[config.mk]
export PLATFORM = sky130hd
export DESIGN_NAME = mdu32
export DESIGN_NICKNAME = d
export VERILOG_FILES = /design/src/rtl/mdu32.sv
export SDC_FILE = /design/constraint.sdc
export NUM_CORES = 1
export LEC_CHECK = 0
export BUFFER_PORTS_ARGS = -buffer_cell sky130_fd_sc_hd__buf_4
export CAP_MARGIN = 30
export CELL_PAD_IN_SITES_DETAIL_PLACEMENT = 1
export CELL_PAD_IN_SITES_GLOBAL_PLACEMENT = 1
export CORE_UTILIZATION = 25
export CTS_BUF_LIST = sky130_fd_sc_hd__clkbuf_4
export CTS_CLUSTER_SIZE = 24
export DETAILED_ROUTE_END_ITERATION = 10
export GPL_ROUTABILITY_DRIVEN = 0
export PLACE_DENSITY = 0.47
export SLEW_MARGIN = 0
export SYNTH_ARGS = -nofsm -noshare
export SYNTH_HDL_FRONTEND = slang
export SYNTH_SLANG_ARGS = --single-unit
[constraint.sdc]
create_clock -name clk -period 4 [get_ports clk]
set_input_delay 0.4 -clock clk [delete_from_list [all_inputs] [get_ports clk]]
set_output_delay 0.4 -clock clk [all_outputs]
set_load 0.05 [all_outputs]
[src/rtl/mdu32.sv]
// mdu32: iterative RV32M multiply/divide unit.
// One 64-bit shift register serves both shift-add multiply (LSB first) and
// restoring division (MSB first). Accept -> 32 CALC cycles -> 1 SIGN cycle ->
// DONE, so the result is registered 33 cycles after acceptance.
module mdu32 #(
    parameter int OP_W    = 6,
    parameter int OP_BASE = 38
) (
    input  logic            clk,
    input  logic            rst_n,
    input  logic            flush,
    input  logic            in_valid,
    output logic            in_ready,
    input  logic [OP_W-1:0] op,
    input  logic [31:0]     src1,
    input  logic [31:0]     src2,
    output logic            out_valid,
    input  logic            out_ready,
    output logic [31:0]     result
);

    typedef enum logic [1:0] {IDLE, CALC, SIGN, DONE} state_t;

    localparam logic [OP_W-1:0] LP_BASE = OP_W'(OP_BASE);
    localparam logic [OP_W-1:0] LP_MAXK = OP_W'(7);

    state_t      r_state;
    logic        r_in_ready;
    logic        r_out_valid;
    logic [31:0] r_result;
    logic [4:0]  r_cnt;
    logic [2:0]  r_k;
    logic        r_oob;
    logic        r_neg;
    logic        r_div0;
    logic        r_ovf;
    logic [31:0] r_src1;
    logic [31:0] r_b;
    logic [63:0] r_acc;

    // Decode of the incoming op and operand conditioning
    logic [OP_W-1:0] w_k_full;
    logic            w_oob;
    logic            w_signed1;
    logic            w_signed2;
    logic            w_s1;
    logic            w_s2;
    logic            w_neg;
    logic            w_div0;
    logic            w_ovf;
    logic [31:0]     w_a_abs;
    logic [31:0]     w_b_abs;

    // Iteration datapath and final result selection
    logic [32:0]     w_sum;
    logic [32:0]     w_shift;
    logic [32:0]     w_diff;
    logic [63:0]     w_step;
    logic [63:0]     w_prod;
    logic [31:0]     w_quo;
    logic [31:0]     w_rem;
    logic [31:0]     w_result;

    assign in_ready  = r_in_ready;
    assign out_valid = r_out_valid;
    assign result    = r_result;

    // Decode op index, pick which operands are signed, build magnitudes and flags
    always_comb begin
        w_k_full  = op - LP_BASE;
        w_oob     = (op < LP_BASE) | (w_k_full > LP_MAXK);
        w_signed1 = 1'b0;
        w_signed2 = 1'b0;
        case (w_k_full[2:0])
            3'd0:    w_signed1 = 1'b1;
            3'd1:    begin w_signed1 = 1'b1; w_signed2 = 1'b1; end
            3'd2:    w_signed1 = 1'b1;
            3'd4:    begin w_signed1 = 1'b1; w_signed2 = 1'b1; end
            3'd6:    begin w_signed1 = 1'b1; w_signed2 = 1'b1; end
            default: ;
        endcase
        w_s1    = w_signed1 & src1[31];
        w_s2    = w_signed2 & src2[31];
        // 32-bit negate keeps 0x80000000 as 0x80000000 (correct unsigned magnitude)
        w_a_abs = w_s1 ? (~src1 + 32'd1) : src1;
        w_b_abs = w_s2 ? (~src2 + 32'd1) : src2;
        // Remainders take the dividend's sign; everything else takes sign1^sign2
        w_neg   = (w_k_full[2:1] == 2'b11) ? w_s1 : (w_s1 ^ w_s2);
        w_div0  = (src2 == 32'd0);
        w_ovf   = ((w_k_full[2:0] == 3'd4) || (w_k_full[2:0] == 3'd6)) &&
                  (src1 == 32'h8000_0000) && (src2 == 32'hFFFF_FFFF);
    end

    // One iteration step: shift-add for multiply, restoring subtract for divide
    always_comb begin
        // Multiply: acc = {partial high, remaining multiplier bits}
        w_sum   = {1'b0, r_acc[63:32]} + (r_acc[0] ? {1'b0, r_b} : 33'd0);
        // Divide: acc = {partial remainder, dividend bits / quotient bits}
        w_shift = {r_acc[63:32], r_acc[31]};
        // Partial remainder is below 2*divisor, so bit 32 of the difference is the borrow
        w_diff  = w_shift - {1'b0, r_b};
        if (r_k[2]) begin
            if (w_diff[32])
                w_step = {w_shift[31:0], r_acc[30:0], 1'b0};
            else
                w_step = {w_diff[31:0], r_acc[30:0], 1'b1};
        end else begin
            w_step = {w_sum, r_acc[31:1]};
        end
    end

    // Sign fix-up and result select, with div-by-zero / overflow overrides
    always_comb begin
        w_prod = r_neg ? (~r_acc + 64'd1) : r_acc;
        w_quo  = r_neg ? (~r_acc[31:0] + 32'd1) : r_acc[31:0];
        w_rem  = r_neg ? (~r_acc[63:32] + 32'd1) : r_acc[63:32];
        case (r_k)
            3'd0:       w_result = w_prod[31:0];
            3'd4, 3'd5: w_result = r_div0 ? 32'hFFFF_FFFF :
                                   (r_ovf ? 32'h8000_0000 : w_quo);
            3'd6, 3'd7: w_result = r_div0 ? r_src1 :
                                   (r_ovf ? 32'd0 : w_rem);
            default:    w_result = w_prod[63:32];
        endcase
        if (r_oob)
            w_result = 32'd0;
    end

    // Control FSM with registered handshake outputs and datapath registers
    always_ff @(posedge clk or negedge rst_n) begin
        if (!rst_n) begin
            r_state     <= IDLE;
            r_in_ready  <= 1'b1;
            r_out_valid <= 1'b0;
            r_result    <= 32'd0;
            r_cnt       <= 5'd0;
            r_k         <= 3'd0;
            r_oob       <= 1'b0;
            r_neg       <= 1'b0;
            r_div0      <= 1'b0;
            r_ovf       <= 1'b0;
            r_src1      <= 32'd0;
            r_b         <= 32'd0;
            r_acc       <= 64'd0;
        end else if (flush) begin
            r_state     <= IDLE;
            r_in_ready  <= 1'b1;
            r_out_valid <= 1'b0;
            r_cnt       <= 5'd0;
        end else begin
            case (r_state)
                IDLE: begin
                    if (in_valid) begin
                        r_state    <= CALC;
                        r_in_ready <= 1'b0;
                        r_cnt      <= 5'd0;
                        r_k        <= w_k_full[2:0];
                        r_oob      <= w_oob;
                        r_neg      <= w_neg;
                        r_div0     <= w_div0;
                        r_ovf      <= w_ovf;
                        r_src1     <= src1;
                        r_b        <= w_b_abs;
                        r_acc      <= {32'd0, w_a_abs};
                    end
                end
                CALC: begin
                    r_acc <= w_step;
                    r_cnt <= r_cnt + 5'd1;
                    if (r_cnt == 5'd31)
                        r_state <= SIGN;
                end
                SIGN: begin
                    r_result    <= w_result;
                    r_out_valid <= 1'b1;
                    r_state     <= DONE;
                end
                DONE: begin
                    if (out_ready) begin
                        r_state     <= IDLE;
                        r_out_valid <= 1'b0;
                        r_in_ready  <= 1'b1;
                    end
                end
                default: begin
                    r_state    <= IDLE;
                    r_in_ready <= 1'b1;
                end
            endcase
        end
    end

endmodule
Word level (Yosys, flattened, before mapping)

Index checks and enable logic that the tools add are counted.

Logic and storage cells: 109
Memory bits (writable): 0
Output and inout bits: 34
Register bits: 176
ROM bits: 0
Latch bits: 0
Input port bits: 75
Memories: 0

Reductions and logical operators: 22
Muxes and demuxes: 34
Shift-type cells: 0
Order comparisons: 2
Bitwise operators: 10
Add/subtract/negate cells: 9
Multiply operators: 0
Equality and inequality tests: 19
Div/mod/pow operators: 0

Operator list:

| operator                                                             | number |
|---|---|
| 32-bit 2-to-1 mux                                                    | 10 |
| 64-bit 2-to-1 mux                                                    | 4 |
| 32-bit by 1-bit adder with 32-bit output, second input constant      | 4 |
| 32-bit NOT                                                           | 4 |
| 64-bit case mux with 2 select lines                                  | 1 |
| 32-bit case mux with 3 select lines                                  | 1 |
| 64-bit by 1-bit adder with 64-bit output, second input constant      | 1 |
| 32-bit == test, second input constant                                | 2 |
| 64-bit NOT                                                           | 1 |
| 32-bit by 32-bit adder with 33-bit output                            | 1 |
| 33-bit by 32-bit subtractor with 33-bit output                       | 1 |
| 32-bit logical NOT                                                   | 1 |
| 3-bit == test, second input constant                                 | 6 |
| 3-bit AND reduction                                                  | 4 |
| 5-bit 2-to-1 mux                                                     | 2 |
| 5-bit case mux with 2 select lines                                   | 1 |
| 3-bit != test, second input constant                                 | 3 |
| 3-bit nonzero test                                                   | 3 |
| 1-bit 2-to-1 mux                                                     | 8 |
| 2-bit 2-to-1 mux                                                     | 4 |
| 2-bit case mux with 4 select lines                                   | 1 |
| 2-bit == test, second input constant                                 | 3 |
| 6-bit by 3-bit > comparator with 1-bit output, second input constant | 1 |
| 3-bit logical NOT                                                    | 2 |
| other kinds (21)                                                     | 27 |

Longest topological paths before layout

Depth in word-level cells: 8
Mapped depth: 14
Depth with buffers taken out: 13

Worst setup path after synthesis

No wires, ideal clock.

Path kind: flip-flop to flip-flop
Start point: reg r_acc[0]
End point: reg r_acc[62]
Data required time: 3899 ps
Data arrival time: 3131 ps
Slack: 768 ps
Stages on the path, launching flop included: 15
Period minus slack after synthesis: 3232 ps
Path buffers: 2
Cell sequence: dfrtp_1 > inv_1 > clkbuf_1 > nor2_1 > ha_1 > clkbuf_1 > a2111oi_0 > o21ai_0 > o211ai_1 > a21oi_1 > o2111ai_1 > o211ai_1 > a31oi_1 > mux2_2 > o32ai_1

Longest elaborated chain between the ends: 4

RTL lines:

| element                                   | RTL line | RTL |
|---|---|---|
| start: declaration                        | 39       | `logic [63:0] r_acc;` |
| start signal: assignment                  | 164      | `r_acc <= {32'd0, w_a_abs};` |
| start signal: assignment                  | 168      | `r_acc <= w_step;` |
| 32-bit 2-to-1 mux                         | 97       | `w_sum = {1'b0, r_acc[63:32]} + (r_acc[0] ? {1'b0, r_b} : 33'd0);` |
| 32-bit by 32-bit adder with 33-bit output | 97       |  |
| 64-bit 2-to-1 mux                         | 102      | `if (r_k[2]) begin` |
| 64-bit case mux with 2 select lines       | 151      | `case (r_state)` |

No other way between the ends.
A chain may end at the register's enable or synchronous reset.

Worst setup path in the final report

Start point: reg r_acc[31]
End point: reg r_acc[60]

Longest elaborated chain between the ends: 4

RTL lines:

| element                                        | RTL line | RTL |
|---|---|---|
| 33-bit by 32-bit subtractor with 33-bit output | 101      | `w_diff = w_shift - {1'b0, r_b};` |
| 64-bit 2-to-1 mux                              | 103      | `if (w_diff[32])` |
| 64-bit 2-to-1 mux                              | 102      |  |
| 64-bit case mux with 2 select lines            | 151      |  |

No other way between the ends.

==> impl_results.md <==
- Die X-Extent: 252 um
- Reg-to-reg slack, setup: 0.20 ns
- Clock Skew: 0.0392 ns
- Vias in the first global route: 16000
- Async S/R FF share, synth: 100%
- DRC viols: 0
- Avg WL per Cell: 22.6 um
- Total iterations of the first detailed-routing run: 5
- Syn avg cell area: 8.00 um2
- Status: complete, no violations
- LEAKAGE: 0.00803 uW
- Critical Path Max Stage Delay: 0.54 ns
- CP Capture Type: flop
- # IOs: 109
- Die height: 252 um
- Final worst path period need: 3.80 ns
- Critical-path top delay cell: a2111oi_1
- Most used DFF post-synth: dfrtp_1
- Clk pin slew, worst setup/hold paths: 0.18 ns
- Post-Syn Instances: 1955
- Least-Margin Pin Slew: 0.984 ns
- Nets@finish: 2261
- Max Fanout on Critical Path: 4
- Post-synth EDFFs: 0
- Max Root-Sink Buffers: 2
- Clk sinks: 176
- # Max-Cap Violations: 0
- Via/cell ratio: 5.24
- Yosys warnings: 0
- Largest family of logic cells by synthesized area: compound AO/OA/AOI/OAI gates
- Sequential fraction of the synthesis area: 28.2%
- Design Power: 17500 uW
- Hold WC Path Type: input port to flop
- Layout cells sized above 1: 14.0%
- Total Neg Setup Slack: 0 ns
- Pin count of the biggest net entering global routing: 89
- Slew Limit Fails: 0
- #FFs+latches synth: 176
- Die Area: 0.0636 mm2
- Crit path max-delay family: compound AO/OA/AOI/OAI gates
- Via count: 15500
- DP HPWL: 51.9 mm
- Syn Std Cell Area: 0.0156 mm2
- Post-synthesis compound-gate area fraction: 24.8%
- Site Rows: 91
- Pwr dens: 934 mW/mm2
- Final Cell Area: 0.0187 mm2
- Root Driver: clkbuf_4
- Fmax: 263 MHz
- Netlist cell types: 74
- DR iter-0 viols: 926
- Area contributors post-synth: dfrtp_1, o21ai_0, nand2_1, xnor2_1, ha_1
- Detail Route Antenna Nets: 0
- Tot GR Track Use: 21.3%
- Port Buffers: 108
- Core Area: 0.0618 mm2
- Crit Path Category: flop to flop
- Fin crit share: 94.9%
- Peak VDD IR: 0.340 mV
- Antenna violations before repair: 2
- CP Launch Type: flop
- First-pass GRT wire length: 102 mm
- Overflow left after global routing: 0
- Latest clock arrival within the worst-skew pair: 0.78 ns
- CP arrival: 4.47 ns
- CTS tree: yes
- CP cell instances: inv_1 -> ha_1 -> fa_1 -> nand2b_1 -> a21oi_1 -> o211ai_1 -> a2111oi_1 -> o41ai_2 -> o21ai_0 -> xnor2_1 -> o221ai_1 -> or3b_1
- Post-synthesis mux area share: 5.75%
- Starting density of the core: 25.3%
- Post-synthesis simple-gate area fraction: 18.7%
- Number of CTS-inserted buffers: 17
- Rel. slew slack: 34.3%
- DP Area: 0.0177 mm2
- Post-Synth XOR/XNOR Area: 11.4%
- Adder-cell share of the synthesized area: 6.41%
- CP required: 4.68 ns
- Top-area cell type share of the netlist area: 28.0%
- Buf/Inv on CP: 1
- Setup-failing EPs final: 0
- Syn nets: 2109
- Area leader, netlist: dfrtp_1
- RSZ-0062 raised after global routing: false
- H-tree levels: 4
- Area growth syn-to-layout: 19.8%
- DRT Wirelength: 67.0 mm
- Count of final hold-check violations: 0
[synth_stat cells, drive strengths merged, types with 31 or more instances]
cell / instances
a21o: 31
a21oi: 118
clkbuf: 103
dfrtp: 175
ha: 77
inv: 62
mux2: 31
mux2i: 55
nand2: 268
nor2: 123
nor3: 38
o21ai: 204
o221ai: 31
o31ai: 32
or3: 32
xnor2: 112
xor2: 92
[sequential cells by signal, indices dropped and copies added (netlist names)]
name and cells:
r_oob 1, in_ready 1, r_src1 32, r_ovf 1, result 32, r_acc 64
r_b 32, out_valid 1, r_div0 1, r_neg 1, r_cnt 5, r_state 2
r_k 3
[what timing repair did]
action	4_1_cts	5_1_grt
setup endpoints to repair	0	27
resized for setup	0	8
endpoints found under the hold margin	190	0
hold buffers	72	0
setup buffers	0	0
[layer usage]
layer  vias to the layer above  global-route usage, %  wire, um
li1                       7386                      -         -
met1                      7824                   30.5     33400
met2                       255                   33.6     30300
met3                        54                   2.52      1850
met4                         0                   5.96      1410
met5                         -                      0         0
[path summary, 6_finish.rpt]
kind	from	end	cells after the start
worst min-delay path	src2[13]	r_ovf	5
max in group asynchronous	rst_n	r_b[4]	3
worst min register to register	r_b[18]	r_b[18]	2
worst max register to register	r_acc[31]	r_acc[60]	12
worst max-delay path	r_acc[31]	r_acc[60]	12
min in group asynchronous	rst_n	r_acc[7]	2
[placed cells by master, fill, tap and decap left out, types with 38 or more instances in the layout]
master,Yosys,layout
nand2_1,266,266
o21ai_0,201,201
buf_4,1,182
dfrtp_1,175,173
nor2_1,123,121
a21oi_1,118,118
xnor2_1,112,112
xor2_1,92,92
ha_1,77,76
dlygate4sd3_1,0,72
inv_1,62,61
mux2i_1,55,55
nor3_1,38,38
[kinds of logic after synthesis]
family / Yosys count
simple gates: 620
compound gates: 601
xor+xnor: 204
buf+inv: 189
flops: 176
mux: 86
fa+ha+maj: 79
[cell type report]
cell class / count / area [um2]
clock buffers: 18 / 135
well taps: 837 / 1050
inverters: 62 / 233
diodes: 5 / 12.5
clock inverters: 13 / 163
repair buffers: 260 / 2190
flip-flops and latches: 176 / 4410
multi-input cells: 1590 / 10600
fillers: 7383 / 43100
[report_power, final]
group	switching [uW]	internal (uW)
clock	800	440
combinational	7760	4860
sequential	1120	2530
[worst register-to-register path, stage by stage, from the launching register on]
cell and delay (ns):
dfrtp_1 0.47, inv_1 0.18, ha_1 0.26, fa_1 0.42, nand2b_1 0.19, a21oi_1 0.25, o211ai_1 0.25, a2111oi_1 0.54
o41ai_2 0.18, o21ai_0 0.29, xnor2_1 0.17, o221ai_1 0.13, or3b_1 0.38
[through the flow]
| stage | setup WS (ns) | instances | utilization, % | hold WS (ns) |
|---|---|---|---|---|
| 3_3_place_gp | 0.217 | 2852 | 28.6 | 0.458 |
| 4_1_cts | 0.0836 | 2956 | 30.2 | 0.0651 |
| 5_1_grt | 0.00881 | 2961 | 30.3 | 0.0823 |
| 6_report | 0.204 | 2961 | 30.3 | 0.136 |
| 2_1_floorplan | 0.768 | 1955 | - | 0.104 |
| 3_5_place_dp | 0.0944 | 2853 | 28.6 | 0.471 |
(Power assumes the default switching activity.)
